$ cat config.mk
export PLATFORM = sky130hd
export DESIGN_NAME = step_controller
export DESIGN_NICKNAME = d
export VERILOG_FILES = /design/src/rtl/step_controller.sv
export SDC_FILE = /design/constraint.sdc
export NUM_CORES = 1
export LEC_CHECK = 0
export CORE_ASPECT_RATIO = 1.4
export CORE_UTILIZATION = 49
export CTS_CLUSTER_SIZE = 8
export DETAILED_ROUTE_END_ITERATION = 8
export GPL_ROUTABILITY_DRIVEN = 0
export PLACE_DENSITY_LB_ADDON = 0.15
export SYNTH_ARGS = -nofsm -noshare
export SYNTH_HDL_FRONTEND = slang
export SYNTH_SLANG_ARGS = --single-unit
export TNS_END_PERCENT = 1
$ cat constraint.sdc
create_clock -name i_oszClk -period 1.7 [get_ports i_oszClk]
set_input_delay 0.425 -clock i_oszClk [delete_from_list [all_inputs] [get_ports i_oszClk]]
set_output_delay 0.425 -clock i_oszClk [all_outputs]
set_load 0.005 [all_outputs]
$ cat src/rtl/step_controller.sv
// Debounced single-step / run controller that gates the CPU datapath clock enable.
// Define STEP_BREAKPOINT_EN to compile in breakpoint halting (BREAK state, resume mask).
module step_controller #(
  parameter int DEBOUNCE_CYCLES = 100000
) (
  input  logic i_oszClk,
  input  logic i_btnReset,
  input  logic i_btnStep,
  input  logic i_swInstrNCycle,
  input  logic i_swStepNRun,
  input  logic i_swEnableBreakpoint,
  input  logic i_instrDone,
  input  logic i_breakpointHit,
  output logic o_cpuClkEn,
  output logic o_halted,
  output logic o_breakActive
);
  localparam int CW = $clog2(DEBOUNCE_CYCLES);
  localparam logic [CW-1:0] CNT_LAST = CW'(DEBOUNCE_CYCLES - 1);

  typedef enum logic [2:0] {IDLE, STEP_CYC, STEP_INS, RUN, BREAK} stateT;

  logic [1:0] btnSync, instrSync, stepSync, syncVld;
  logic btnS, instrS, stepS;

  // syncVld marks when the synchronizer outputs reflect real inputs rather than reset zeros
  always_ff @(posedge i_oszClk) begin
    if (i_btnReset) begin
      btnSync   <= '0;
      instrSync <= '0;
      stepSync  <= '0;
      syncVld   <= '0;
    end else begin
      btnSync   <= {btnSync[0], i_btnStep};
      instrSync <= {instrSync[0], i_swInstrNCycle};
      stepSync  <= {stepSync[0], i_swStepNRun};
      syncVld   <= {syncVld[0], 1'b1};
    end
  end

  assign btnS   = btnSync[1];
  assign instrS = instrSync[1];
  assign stepS  = stepSync[1];

  logic [CW-1:0] dbCnt;
  logic dbLevel, armed, pressPulse;

  // armed stays low until the button is seen released, so a button held through reset is ignored
  always_ff @(posedge i_oszClk) begin
    if (i_btnReset) begin
      dbCnt      <= '0;
      dbLevel    <= 1'b0;
      armed      <= 1'b0;
      pressPulse <= 1'b0;
    end else begin
      pressPulse <= 1'b0;
      if (btnS == dbLevel) begin
        dbCnt <= '0;
      end else if (dbCnt == CNT_LAST) begin
        dbCnt      <= '0;
        dbLevel    <= ~dbLevel;
        pressPulse <= ~dbLevel & armed;
      end else begin
        dbCnt <= dbCnt + CW'(1);
      end
      if (syncVld[1] && !btnS && !dbLevel) armed <= 1'b1;
    end
  end

  logic bpTake;

`ifdef STEP_BREAKPOINT_EN
  logic [1:0] bpEnSync;
  logic bpMask;

  always_ff @(posedge i_oszClk) begin
    if (i_btnReset) bpEnSync <= '0;
    else            bpEnSync <= {bpEnSync[0], i_swEnableBreakpoint};
  end

  assign bpTake = bpEnSync[1] && i_breakpointHit && i_instrDone && !bpMask;
`else
  logic unusedBp;
  assign unusedBp = i_swEnableBreakpoint ^ i_breakpointHit;
  assign bpTake   = 1'b0;
`endif

  stateT state, nextState;

  always_comb begin
    nextState = state;
    unique case (state)
      IDLE: begin
        if (syncVld[1]) begin
          if (!stepS)          nextState = RUN;
          else if (pressPulse) nextState = instrS ? STEP_INS : STEP_CYC;
        end
      end
      STEP_CYC: nextState = IDLE;
      STEP_INS: if (i_instrDone) nextState = IDLE;
      RUN: begin
        // leaving run in instruction mode finishes the current instruction first
        if (stepS) begin
          if (!instrS || i_instrDone) nextState = IDLE;
          else                        nextState = STEP_INS;
        end else if (bpTake) begin
          nextState = BREAK;
        end
      end
`ifdef STEP_BREAKPOINT_EN
      BREAK: begin
        if (stepS)           nextState = IDLE;
        else if (pressPulse) nextState = RUN;
      end
`endif
      default: nextState = IDLE;
    endcase
  end

  always_ff @(posedge i_oszClk) begin
    if (i_btnReset) begin
      state      <= IDLE;
      o_cpuClkEn <= 1'b0;
      o_halted   <= 1'b1;
    end else begin
      state      <= nextState;
      o_cpuClkEn <= nextState inside {STEP_CYC, STEP_INS, RUN};
      o_halted   <= nextState inside {IDLE, BREAK};
    end
  end

`ifdef STEP_BREAKPOINT_EN
  // mask lets the resumed instruction retire without re-triggering the same breakpoint
  always_ff @(posedge i_oszClk) begin
    if (i_btnReset) begin
      bpMask        <= 1'b0;
      o_breakActive <= 1'b0;
    end else begin
      o_breakActive <= (nextState == BREAK);
      if (state == BREAK && nextState == RUN) bpMask <= 1'b1;
      else if (o_cpuClkEn && i_instrDone)     bpMask <= 1'b0;
    end
  end
`else
  assign o_breakActive = 1'b0;
`endif

endmodule

==> results by group <==
Critical path
  – Cells along the critical path: ha_1 > nand3_1 > buf_4 > nor4_1 > xnor2_1 > nor2_1
  – Slowest cell on crit path: dfxtp_1
  – CP endpoint kind: flop
  – CP required: ~1.9 ns
  – Worst path max stage delay: 0.38 ns
  – Startpoint types: flop
  – Worst flop-to-flop path startpoint: dbCnt[0]
  – Critical Path Fanout Max: 4
  – Setup crit start: dbCnt[0]
  – WS Path Type: reg -> reg
  – WP data arrival: approximately 1.8 ns

Floorplan
  – Die Wd: ~45 µm
  – Full die area: roughly 0.0028 mm²
  – Rows: 21
  – Core area: between 0.002 and 0.0025 mm²
  – Initial core utilization: a little over half
  – Top Ports: 11
  – Die height: 62.4 µm

Timing
  – Final worst slack: roughly 0.13 ns
  – RSZ-0062 raised after global routing: false
  – Fin. max-slew vios: 0
  – Post-Route Setup TNS: 0 ns
  – Min Tclk post-route: between 1.5 and 2 ns
  – Hold slack: between 0.4 and 0.5 ns
  – Skew final: around 0.0092 ns
  – Crit share post-route: between 90% and 100%
  – Final number of setup-violating endpoints: 0
  – Hold Vio Cnt, Final: 0
  – Achievable Freq: about 640 MHz

Placement
  – Inst Count DP: about 190
  – Post-placement cell area: 0.00145 mm²
  – Post-DP HPWL: approximately 1700 µm
  – Pre-CTS setup slack: between 0.03 and 0.04 ns
  – I/O Buffers: 7

Route
  – DRC violations left: 0
  – Vias per cell: slightly above 5
  – TritonRoute pass-1 iters: 4
  – Detailed Route WL: about 2300 µm
  – Routed Antenna Nets: 0
  – DRT iter0 DRCs: 28
  – Via count: roughly 1000
  – Wire per inst: about 12 µm

Logic synthesis
  – Cell with the most instances after synthesis: dfxtp_1
  – Area share of the largest cell type after synthesis: 51.8%
  – Most frequent cells after synthesis: dfxtp_1, nor2_1, xnor2_1
  – Syn avg cell area: 9.18 µm²
  – Cells after synthesis: between 100 and 150
  – Top cells by area, synth: dfxtp_1, xnor2_1, nor2_1, nor2b_1, nor4_1
  – Prevailing post-synth register cell: dfxtp_1
  – Post-Syn Area: approximately 0.0013 mm²
  – Synth async-reset ratio: 0%
  – YS warnings: 0
  – EDFF count, synth: 0
  – Area leader, netlist: dfxtp_1
  – Unique masters post-synth: 35
  – #FFs+latches synth: 33
  – Register area share after synthesis: 51.8%

Global route
  – GR Overflow Total: 0
  – First-pass GRT wire length: just under 4000 µm
  – Initial antenna violation count: 0
  – Largest net degree at the start of global routing: 16
  – Number of global-route vias before repair: 966
  – All-layer global routing usage: 19.2%

Clock network
  – H-tree depth: 2
  – Clock root cell: clkbuf_4
  – CTS tree: built
  – CTS Buffer Depth: 2
  – Cts repair resizes: 0
  – Setup repair bufs after CTS: 0
  – Clock transition at path regs: roughly 0.10 ns
  – CTS buffer count: 5
  – Later-pin clock latency in the skew report: 0.33 ns
  – Post-cts hold buffer count: 0
  – CTS sink cnt: 33

Final layout
  – Post-route cell area: 0.00153 mm²
  – Filler cells: 224
  – Ant diodes: 0
  – Final #Nets: between 150 and 200
  – Layout cells sized above 1: between 10% and 20%
  – Final cell count without fillers: slightly below 200
  – Area growth syn-to-layout: 20.2%

Hold path
  – Min-Delay Path Class: reg -> reg
  – Hold path start: syncVld[0]

Pwr
  – PD cells: between 900 and 1000 mW/mm²
  – Leakage: about 0.51 nW
  – Worst VDD drop: 0.000726 V

Run
  – Max-cap violation count: 0

Outcome
  – Status: finished, final reports clean
cells in the final DEF, fill, tap and decap left out, types with 2 or more instances in the layout:
| master | instances |
|---|---|
| a21oi_1 | 2 |
| and3_1 | 2 |
| buf_4 | 10 |
| clkbuf_4 | 5 |
| clkdlybuf4s50_1 | 7 |
| conb_1 | 2 |
| dfxtp_1 | 33 |
| inv_1 | 8 |
| nand2_1 | 4 |
| nand3_1 | 5 |
| nand4_1 | 4 |
| nor2_1 | 23 |
| nor2b_1 | 7 |
| nor3_1 | 6 |
| nor4_1 | 6 |
| o21ai_0 | 3 |
| xnor2_1 | 13 |
per-layer routing:
metal / wire, µm / vias to the layer above / GRT usage (%)
li1: - / 520 / -
met1: 941 / 459 / 18.9
met2: 1180 / 13 / 33.5
met3: 88 / 6 / 6.94
met4: 53 / 0 / 9.09
met5: 0 / - / 0
path summary, 6_finish.rpt:
kind	cells after the start	endpoint	slack, ns
hold reg to reg	1	syncVld[1]	0.45
setup / recovery	6	dbCnt[14]	0.13
hold / removal	1	syncVld[1]	0.45
setup reg to reg	6	dbCnt[14]	0.13
state kept, by name, indices dropped and copies added, names as in the netlist:
register and flops:
instrSync 2, dbCnt 17, stepSync 2, o_halted 1, btnSync 2, syncVld 2, armed 1, o_cpuClkEn 1
dbLevel 1, pressPulse 1, state 3
final cells by class:
type / instances / area, µm² / area share, %
Tap cell: 34 / 42.5 / 2.77
Timing Repair Buffer: 17 / 145 / 9.46
Clock buffer: 7 / 55.1 / 3.59
Clock inverter: 1 / 30.0 / 1.96
Sequential cell: 33 / 661 / 43.1
Multi-Input combinational cell: 96 / 571 / 37.2
Inverter: 8 / 30.0 / 1.96
stage by stage:
stage / utilization [%] / total power [mW]
2_1_floorplan: - / 0.837
3_3_place_gp: 59.9 / 0.861
3_5_place_dp: 59.9 / 0.863
4_1_cts: 63.5 / 1.46
5_1_grt: 63.5 / 1.51
6_report: 63.5 / 1.45
where the power goes:
group | internal, mW | switching (mW) | total, mW
sequential | 0.789 | 0.00778 | 0.797
combinational | 0.0293 | 0.0185 | 0.0478
clock | 0.351 | 0.249 | 0.600
total | 1.17 | 0.276 | 1.45
logic make-up (layout without fill, tap and decap cells):
| family | count (synthesis) | count (layout) | synth area share, % |
|---|---|---|---|
| other | 1 | 2 | 0.294 |
| AOI/OAI and AO/OA | 11 | 11 | 5.39 |
| adders and majority gates | 1 | 1 | 0.980 |
| xor gates and xnor gates | 14 | 14 | 9.61 |
| DFF | 33 | 33 | 51.8 |
| buffers and inverters | 11 | 33 | 3.82 |
| and+or+nand+nor | 68 | 68 | 28.1 |
worst max-delay path: cells and delay by family, from the launching register on:
| kind | cells | cell delay, ns |
|---|---|---|
| fa+ha+maj | 1 | 0.22 |
| simple gates | 3 | 0.52 |
| flops | 1 | 0.38 |
| buf+inv | 1 | 0.17 |
| xor+xnor | 1 | 0.17 |
Note: power is estimated with default switching activity, not from simulation.
